[src/rtl/tiled_mm_pkg.sv]
// tiled_mm_pkg
//   Shared definitions for the tiled matrix-multiply controller:
//   FSM state encoding and elaboration-time helpers for the tile count K,
//   counter widths and BRAM address-range checks.
package tiled_mm_pkg;

    typedef enum logic [2:0] {
        ST_IDLE      = 3'd0,
        ST_LOAD      = 3'd1,
        ST_ISSUE     = 3'd2,
        ST_WAIT_TILE = 3'd3,
        ST_DRAIN     = 3'd4,
        ST_OUT       = 3'd5,
        ST_DONE      = 3'd6
    } state_t;

    // Number of BLOCK_SIZE tiles along the shared dimension.
    function automatic int unsigned calc_k(input int unsigned inner, input int unsigned bs);
        return inner / bs;
    endfunction

    // Width of a counter/coordinate able to hold 0..n-1 (never below 1 bit).
    function automatic int unsigned cnt_width(input int unsigned n);
        return (n > 1) ? $clog2(n) : 1;
    endfunction

    // True when max_addr is representable in an unsigned field of 'width' bits.
    function automatic bit addr_fits(input longint unsigned max_addr, input int unsigned width);
        return max_addr < (64'd1 << width);
    endfunction

endpackage

[src/rtl/ctrl_delay_line.sv]
// ctrl_delay_line
//   1-bit shift register of DEPTH stages; dout follows din exactly DEPTH
//   clock cycles later. Used to align the tile-start pulse with BRAM read data.
//   Ports: clk, rst (async active-high, clears all stages), din, dout.
module ctrl_delay_line #(
    parameter int unsigned DEPTH = 2
) (
    input  logic clk,
    input  logic rst,
    input  logic din,
    output logic dout
);

    logic [DEPTH-1:0] sr;

    always_ff @(posedge clk or posedge rst) begin
        if (rst) begin
            sr <= '0;
        end else begin
            sr[0] <= din;
            for (int unsigned i = 1; i < DEPTH; i++) begin
                sr[i] <= sr[i-1];
            end
        end
    end

    assign dout = sr[DEPTH-1];

endmodule

[src/rtl/tiled_matmul_ctrl.sv]
// tiled_matmul_ctrl
//   Sequencer for a tiled systolic matrix multiply. In IDLE/LOAD the host owns
//   the input and weight BRAM ports (pass-through); afterwards the controller
//   walks row-groups (rg), column-blocks (col) and inner tiles (k), issuing
//   BRAM reads, a delayed tile_start pulse, accumulator clears, and a
//   valid/ready handshake for each finished C block group.
//   Ports:
//     clk, rst                    clock, async active-high reset
//     start, load_done            job control from host
//     in_wr_* / w_wr_*            host BRAM port controls
//     in_en/in_we/in_addr, w_*    muxed BRAM port controls
//     core_en, core_acc_clr,      core control
//     tile_start
//     core_tile_done,             core status
//     core_acc_done
//     out_valid/out_ready,        result handshake and C coordinates
//     out_row/out_col
//     busy, done                  job status
module tiled_matmul_ctrl
    import tiled_mm_pkg::*;
#(
    parameter int unsigned NUM_RD_PORTS    = 2,
    parameter int unsigned BLOCK_SIZE      = 4,
    parameter int unsigned INNER_DIMENSION = 16,
    parameter int unsigned ROW_BLOCKS      = 4,
    parameter int unsigned COL_BLOCKS      = 4,
    parameter int unsigned RD_LAT          = 2,
    parameter int unsigned ADDR_WIDTH_A    = 16,
    parameter int unsigned ADDR_WIDTH_B    = 16
) (
    input  logic                                   clk,
    input  logic                                   rst,
    input  logic                                   start,
    input  logic                                   load_done,
    input  logic [NUM_RD_PORTS-1:0]                in_wr_en,
    input  logic [NUM_RD_PORTS-1:0]                in_wr_we,
    input  logic [NUM_RD_PORTS*ADDR_WIDTH_A-1:0]   in_wr_addr,
    input  logic                                   w_wr_en,
    input  logic                                   w_wr_we,
    input  logic [ADDR_WIDTH_B-1:0]                w_wr_addr,
    output logic [NUM_RD_PORTS-1:0]                in_en,
    output logic [NUM_RD_PORTS-1:0]                in_we,
    output logic [NUM_RD_PORTS*ADDR_WIDTH_A-1:0]   in_addr,
    output logic                                   w_en,
    output logic                                   w_we,
    output logic [ADDR_WIDTH_B-1:0]                w_addr,
    output logic                                   core_en,
    output logic                                   core_acc_clr,
    output logic                                   tile_start,
    input  logic                                   core_tile_done,
    input  logic                                   core_acc_done,
    output logic                                   out_valid,
    input  logic                                   out_ready,
    output logic [cnt_width(ROW_BLOCKS)-1:0]       out_row,
    output logic [cnt_width(COL_BLOCKS)-1:0]       out_col,
    output logic                                   busy,
    output logic                                   done
);

    localparam int unsigned K       = calc_k(INNER_DIMENSION, BLOCK_SIZE);
    localparam int unsigned RGROUPS = ROW_BLOCKS / NUM_RD_PORTS;
    localparam int unsigned K_W     = cnt_width(K);
    localparam int unsigned RG_W    = cnt_width(RGROUPS);
    localparam int unsigned COL_W   = cnt_width(COL_BLOCKS);
    localparam int unsigned ROW_W   = cnt_width(ROW_BLOCKS);

    if (INNER_DIMENSION % BLOCK_SIZE != 0) begin : g_err_inner
        $error("INNER_DIMENSION must be a multiple of BLOCK_SIZE");
    end
    if (ROW_BLOCKS % NUM_RD_PORTS != 0) begin : g_err_rows
        $error("ROW_BLOCKS must be a multiple of NUM_RD_PORTS");
    end
    if (RD_LAT < 1) begin : g_err_lat
        $error("RD_LAT must be at least 1");
    end
    if (!addr_fits(64'(K * ROW_BLOCKS - 1), ADDR_WIDTH_A)) begin : g_err_addr_a
        $error("input BRAM address range exceeds ADDR_WIDTH_A");
    end
    if (!addr_fits(64'(K * COL_BLOCKS - 1), ADDR_WIDTH_B)) begin : g_err_addr_b
        $error("weight BRAM address range exceeds ADDR_WIDTH_B");
    end

    state_t                              state;
    logic [K_W-1:0]                      k;
    logic [RG_W-1:0]                     rg;
    logic [COL_W-1:0]                    col;
    logic                                acc_done_q;
    logic                                acc_done_rise;
    logic [NUM_RD_PORTS*ADDR_WIDTH_A-1:0] in_addr_r;
    logic [ADDR_WIDTH_B-1:0]             w_addr_r;
    logic                                write_phase;

    assign acc_done_rise = core_acc_done && !acc_done_q;

    always_ff @(posedge clk or posedge rst) begin
        if (rst) begin
            state      <= ST_IDLE;
            k          <= '0;
            rg         <= '0;
            col        <= '0;
            acc_done_q <= 1'b0;
            in_addr_r  <= '0;
            w_addr_r   <= '0;
        end else begin
            acc_done_q <= core_acc_done;
            case (state)
                ST_IDLE: begin
                    if (start) begin
                        state <= ST_LOAD;
                        k     <= '0;
                        rg    <= '0;
                        col   <= '0;
                    end
                end
                ST_LOAD: begin
                    if (load_done) state <= ST_ISSUE;
                end
                ST_ISSUE: begin
                    // Port p of row-group rg reads row-block rg*P+p; each row-block
                    // occupies K consecutive words.
                    for (int unsigned p = 0; p < NUM_RD_PORTS; p++) begin
                        in_addr_r[p*ADDR_WIDTH_A +: ADDR_WIDTH_A] <=
                            ADDR_WIDTH_A'(32'(k) + K * (32'(rg) * NUM_RD_PORTS + p));
                    end
                    w_addr_r <= ADDR_WIDTH_B'(32'(k) + K * 32'(col));
                    state    <= ST_WAIT_TILE;
                end
                ST_WAIT_TILE: begin
                    if (core_tile_done) begin
                        if (k == K_W'(K - 1)) begin
                            k     <= '0;
                            state <= ST_DRAIN;
                        end else begin
                            k     <= k + 1'b1;
                            state <= ST_ISSUE;
                        end
                    end
                end
                ST_DRAIN: begin
                    if (acc_done_rise) state <= ST_OUT;
                end
                ST_OUT: begin
                    if (out_ready) begin
                        if (col == COL_W'(COL_BLOCKS - 1)) begin
                            col <= '0;
                            if (rg == RG_W'(RGROUPS - 1)) begin
                                rg    <= '0;
                                state <= ST_DONE;
                            end else begin
                                rg    <= rg + 1'b1;
                                state <= ST_ISSUE;
                            end
                        end else begin
                            col   <= col + 1'b1;
                            state <= ST_ISSUE;
                        end
                    end
                end
                ST_DONE: state <= ST_IDLE;
                default: state <= ST_IDLE;
            endcase
        end
    end

    ctrl_delay_line #(
        .DEPTH(RD_LAT)
    ) u_tile_start_dly (
        .clk (clk),
        .rst (rst),
        .din (state == ST_ISSUE),
        .dout(tile_start)
    );

    assign write_phase = (state == ST_IDLE) || (state == ST_LOAD);

    always_comb begin
        in_en        = in_wr_en;
        in_we        = in_wr_we;
        in_addr      = in_wr_addr;
        w_en         = w_wr_en;
        w_we         = w_wr_we;
        w_addr       = w_wr_addr;
        if (!write_phase) begin
            in_en   = '1;
            in_we   = '0;
            in_addr = in_addr_r;
            w_en    = 1'b1;
            w_we    = 1'b0;
            w_addr  = w_addr_r;
        end
        core_en      = (state == ST_ISSUE) || (state == ST_WAIT_TILE) ||
                       (state == ST_DRAIN) || (state == ST_OUT);
        core_acc_clr = (state == ST_ISSUE) && (k == '0);
        out_valid    = (state == ST_OUT);
        busy         = (state != ST_IDLE);
        done         = (state == ST_DONE);
        out_row      = ROW_W'(32'(rg) * NUM_RD_PORTS);
        out_col      = col;
    end

endmodule

[config.mk]
export PLATFORM = sky130hd
export DESIGN_NAME = tiled_matmul_ctrl
export DESIGN_NICKNAME = d
export VERILOG_FILES = /design/src/rtl/tiled_mm_pkg.sv /design/src/rtl/ctrl_delay_line.sv /design/src/rtl/tiled_matmul_ctrl.sv
export SDC_FILE = /design/constraint.sdc
export NUM_CORES = 1
export LEC_CHECK = 0
export ABC_AREA = 1
export CAP_MARGIN = 25
export CORE_UTILIZATION = 36
export CTS_BUF_LIST = sky130_fd_sc_hd__clkbuf_2
export DETAILED_ROUTE_END_ITERATION = 10
export PLACE_DENSITY = 0.92
export REMOVE_ABC_BUFFERS = 1
export SETUP_SLACK_MARGIN = 0.05
export SYNTH_ARGS = -nofsm -noshare
export SYNTH_HDL_FRONTEND = slang
export SYNTH_SLANG_ARGS = --single-unit
[constraint.sdc]
create_clock -name clk -period 2.9 [get_ports clk]
set_input_delay 0.29 -clock clk [delete_from_list [all_inputs] [get_ports clk]]
set_output_delay 0.29 -clock clk [all_outputs]
set_load 0.01 [all_outputs]
* Word level (Yosys, flattened, before mapping) *
Cells that the tools add are included.

word-level totals
  bits in registers = 59
  input port bits = 61
  output and inout port bits = 64
  word-level logic and storage cells = 72

operators by class
  add/sub/neg operators = 7
  equal/unequal tests = 14
  mux-type cells = 27
  reductions and logical operators = 16

operator list
  cell                                                              number
  32-bit 2-to-1 mux                                                 1
  3-bit 2-to-1 mux                                                  8
  3-bit case mux with 6 select lines                                1
  16-bit 2-to-1 mux                                                 1
  2-bit 2-to-1 mux                                                  7
  2-bit by 4-bit adder with 5-bit output                            2
  3-bit == test (second input constant)                             3
  2-bit != test (second input constant)                             4
  2-bit case mux with 2 select lines                                2
  2-bit by 5-bit adder with 6-bit output                            1
  3-bit by 2-bit == test with 1-bit output (second input constant)  2
  1-bit 2-to-1 mux                                                  6
  3-bit AND reduction                                               2
  5-bit AND reduction                                               1
  2-bit by 1-bit adder with 2-bit output (second input constant)    2
  2-bit == test (second input constant)                             2
  1-bit logical OR                                                  4
  2-bit by 1-bit != test with 1-bit output (second input constant)  2
  4-bit AND reduction                                               1
  2-bit nonzero test                                                2
  2-bit by 1-bit adder with 3-bit output (second input constant)    1
  3-bit by 1-bit == test with 1-bit output (second input constant)  1
  3-bit logical NOT                                                 1
  3-bit nonzero test                                                1
  5 further kinds                                                   6

* Depth between registers and ports, before layout *
  word-level depth = 5
  mapped depth = 9
  mapped depth without buffers = 9

* Modules after synthesis *
From an unflattened synthesis, not the netlist that was laid out.

second synthesis, totals
  cell total of the unflattened synthesis = 242
  area total of the unflattened synthesis = 1555.2 um^2

by module, submodules not included
  module             times used  cells each  area each (um^2)  sequential area each (um^2)
  tiled_matmul_ctrl  1           239         1501.4            375.4
  ctrl_delay_line    1           3           53.8              50.0

* Least setup slack after synthesis *
No wires, ideal clock.

  path type = register -> output
  from = reg state[1]
  to = out in_addr[10]
  data arrival time = 1.280 ns
  setup slack = 1.330 ns
  cell stages (with the launch flop) = 8
  path buffers = 2
  cell sequence = dfrtp_1 -> nor2_2 -> nand2_2 -> nand2_2 -> inv_2 -> buf_6 -> buf_6 -> nor2_2

between the ends
  longest elaborated chain between the ends = 3
  elaborated cells between the ends (all ways) = 4
  those cells by class = 1 x eq/ne; 1 x mux; 2 x reduce/logical

RTL lines
  element                                                                               line                      text
  start: declaration                                                                    tiled_matmul_ctrl.sv:83   state_t state;
  start signal: assignment                                                              tiled_matmul_ctrl.sv:97   state <= ST_IDLE;
  start signal: assignment                                                              tiled_matmul_ctrl.sv:109  state <= ST_LOAD;
  start signal: assignment                                                              tiled_matmul_ctrl.sv:116  if (load_done) state <= ST_ISSUE;
  3-bit by 1-bit == test with 1-bit output / 3-bit logical NOT (equally long branches)  tiled_matmul_ctrl.sv:174  assign write_phase = (state == ST_IDLE) || (state == ST_LOAD);
  1-bit logical OR (*)                                                                  tiled_matmul_ctrl.sv:174
  32-bit 2-to-1 mux (*)                                                                 tiled_matmul_ctrl.sv:183  if (!write_phase) begin
  end: declaration                                                                      tiled_matmul_ctrl.sv:43   output logic [NUM_RD_PORTS*ADDR_WIDTH_A-1:0] in_addr,

Every way passes the cells marked *; elsewhere a longest branch is shown, timed or not.

* Final worst setup path *
  from = reg state[2]
  to = out in_addr[3]

The elaborated chain is that of the path after synthesis.

==> results.txt <==
I/O pins: 125
Vias in the first global route: 1721
Die width: 66.0 µm
CP peak stage delay: 0.54 ns
Hpwl dp: 4.21 mm
GR Util All Layers: 23.1%
Post-cts gate resize count: 0
CTS tree: built
Sequential area share after synthesis: 28.9%
Status: completed
Largest net degree at the start of global routing: 21
DRT Wirelength: 5.01 mm
Library cells used by synthesis: 23
# diodes: 0
Crit. End Element: output pin
Clock Latency Late Sink: 0.31 ns
Synth area leaders: dfrtp_1, nand2_1, inv_1
Root Buffer Master: clkbuf_2
Crit Path Category: reg2out
CP Buf/Inv Count: 4
DR vias/cell: 4.40
GRT overflow: 0
# hold bufs at CTS: 0
Height of the die: 66.0 µm
Peak VDD IR: 0.000550 V
Multi-input gate area: 757 µm²
Die area: 4350 µm²
Tmin final: 2.72 ns
Share of layout cells above drive strength 1: 13.0%
FMAX: 368 MHz
Initial Util: 38.8%
Register area: 425 µm²
# Post-CTS Setup Buffers: 0
Max clock buf depth: 2
RSZ-0062 raised after global routing: false
Crit path max-delay family: buffers and inverters
Remaining antenna violation count after routing: 0
Via count: 1799
RD Place Congestion: 0.992
CP max stage cell: clkdlybuf4s50_1
WP data required: 2.61 ns
Buffers on Ports: 123
Finish-stage setup viols: 0
Pwr dens: 836 nW/µm²
Most common cell in the netlist: nand2_1
Number of antenna violations at the first check in global routing: 0
First-pass GRT wire length: 7.82 mm
Hold/Removal Path Class: in2async
Cell chain of the critical path: inv_2, nand2_2, nand2_2, inv_2, buf_4, nand2_1, nand2_1, clkdlybuf4s50_1
Synth area leader: dfrtp_1
Total iterations of the first detailed-routing run: 4
Top_reg_cell synth: dfrtp_1
Post-DR wirelength/cell: 12.3 µm
EDFF count, synth: 0
Core Rows: 22
Worst Hold Slack: 0.324 ns
Avg Synthesized Cell Area: 6.17 µm²
Max_cap viols: 0
Area grow syn2layout: 85.7%
Startpoint types: flip-flop
Final period util: 93.6%
Fin Clk Skew: 0.0145 ns
Mapped Area: 1470 µm²
Setup total negative slack: 0 ns
Final instance area: 2740 µm²
CTS sink cnt: 17
Core outline area: 3800 µm²
Total power: 0.00229 W
Critical-path maximum fanout: 18
P_leak: 1.42 nW
Yosys warns: 0
Layout Utilization: 72.1%
Drt initial violations: 57
Synth top cells by count: nand2_1, inv_1, nor2_2
Max_slew headroom: 57.6%
Final-report max-slew violation count: 0
DRC violations left: 0
Worst-path clk slew: 0.19 ns
Post-synthesis async set-or-reset flop share: 100%
Post-DP Area: 2720 µm²
Synthesis-stage register bit count: 17
Synth top area share: 28.9%
Worst Tran Pin Value: 0.636 ns
Level count of the clock H-tree: 1
Final nets: 426
Critical Path AT: 2.43 ns
Final hold vios: 0
Syn Inst Count: 239
Fillers: 298
TritonCTS Buffers: 3
[power by group]
group	total (W)	leakage, nW	internal, W	switching [W]
Sequential	0.000334	0.222	0.000287	0.0000471
Combinational	0.00184	1.18	0.000915	0.000926
Clock	0.000113	0.0164	0.0000313	0.0000814
Total	0.00229	1.42	0.00123	0.00105
[kinds of logic (layout without fill, tap and decap cells)]
| group | after synthesis | in the layout | share of synthesized area [%] |
|---|---|---|---|
| buffers and inverters | 67 | 189 | 19.8 |
| flip-flops | 17 | 17 | 28.9 |
| other | 1 | 1 | 0.254 |
| adder cells (fa/ha/maj) | 3 | 3 | 2.55 |
| AO/OA/AOI/OAI | 10 | 10 | 3.82 |
| AND/OR/NAND/NOR | 141 | 141 | 44.7 |
[metal layers]
| metal | wire length [µm] | vias up | GRT usage (%) | share of wire (%) |
|---|---|---|---|---|
| met5 | 0 | - | 0 | 0 |
| met4 | 34 | 0 | 5.59 | 0.68 |
| met3 | 526 | 4 | 6.21 | 10 |
| met2 | 2510 | 86 | 43.8 | 50 |
| met1 | 1940 | 780 | 25.1 | 39 |
| li1 | - | 929 | - | - |
[final cells by class]
cell class / instances / share of cell area [%]
Multi-Input combinational cell: 155 / 27.7
Timing Repair Buffer: 126 / 45.8
Clock buffer: 3 / 0.548
Inverter: 59 / 8.09
Sequential cell: 17 / 15.5
Tap cell: 48 / 2.19
Clock inverter: 1 / 0.183
[per-stage QoR]
step | std cells | worst slack, ns
2_1_floorplan | 231 | 0.861
3_3_place_gp | 405 | 0.687
3_5_place_dp | 405 | 0.585
4_1_cts | 409 | 0.197
5_1_grt | 409 | 0.0530
6_report | 409 | 0.185
[worst register-to-register path, delay by kind of cell (launching register included)]
family / cells / cell delay, ns
AO/OA/AOI/OAI: 1 / 0.19
flip-flops: 1 / 0.51
AND/OR/NAND/NOR: 5 / 0.54
buffers and inverters: 1 / 0.14
[cells in the final DEF (no fill, tap or decap)]
master and n:
nand2_2 2, o21ai_0 5, a21oi_1 2, inv_1 55, nor2_4 1, conb_1 1
clkbuf_2 3, or2_1 3, o21bai_1 1, inv_2 4, buf_4 3, nand3b_1 3
nor2_1 15, nor2_2 32, nand4_1 1, o21ai_1 1, clkinv_2 1, nand3_1 10
nor3_1 3, o21ai_2 1, dfrtp_1 17, clkdlybuf4s50_1 123, ha_1 3, nand2_1 71
[sequential cells by signal (all words and copies together), names as in the netlist]
register,flops
rg,1
u_tile_start_dly.sr,2
w_addr_r,4
state,3
k,2
out_col,2
acc_done_q,1
in_addr_r,2
[path summary, 6_finish.rpt]
path | from | slack (ns) | cells past startpoint | endpoint
worst max-delay path | state[2]$_DFFE_PP0P_ | 0.18 | 8 | in_addr[3]
worst min-delay path | rst | 0.32 | 2 | w_addr_r[0]$_DFFE_PP0P_
worst max register to register | state[0]$_DFFE_PP0P_ | 1.41 | 7 | k[1]$_DFFE_PP0P_
worst min register to register | u_tile_start_dly.sr[0]$_DFF_PP0_ | 0.40 | 0 | u_tile_start_dly.sr[1]$_DFF_PP0_
max in group asynchronous | rst | 2.16 | 2 | w_addr_r[2]$_DFFE_PP0P_
min in group clk | u_tile_start_dly.sr[0]$_DFF_PP0_ | 0.40 | 0 | u_tile_start_dly.sr[1]$_DFF_PP0_
Power figures use the tool's default switching activity.
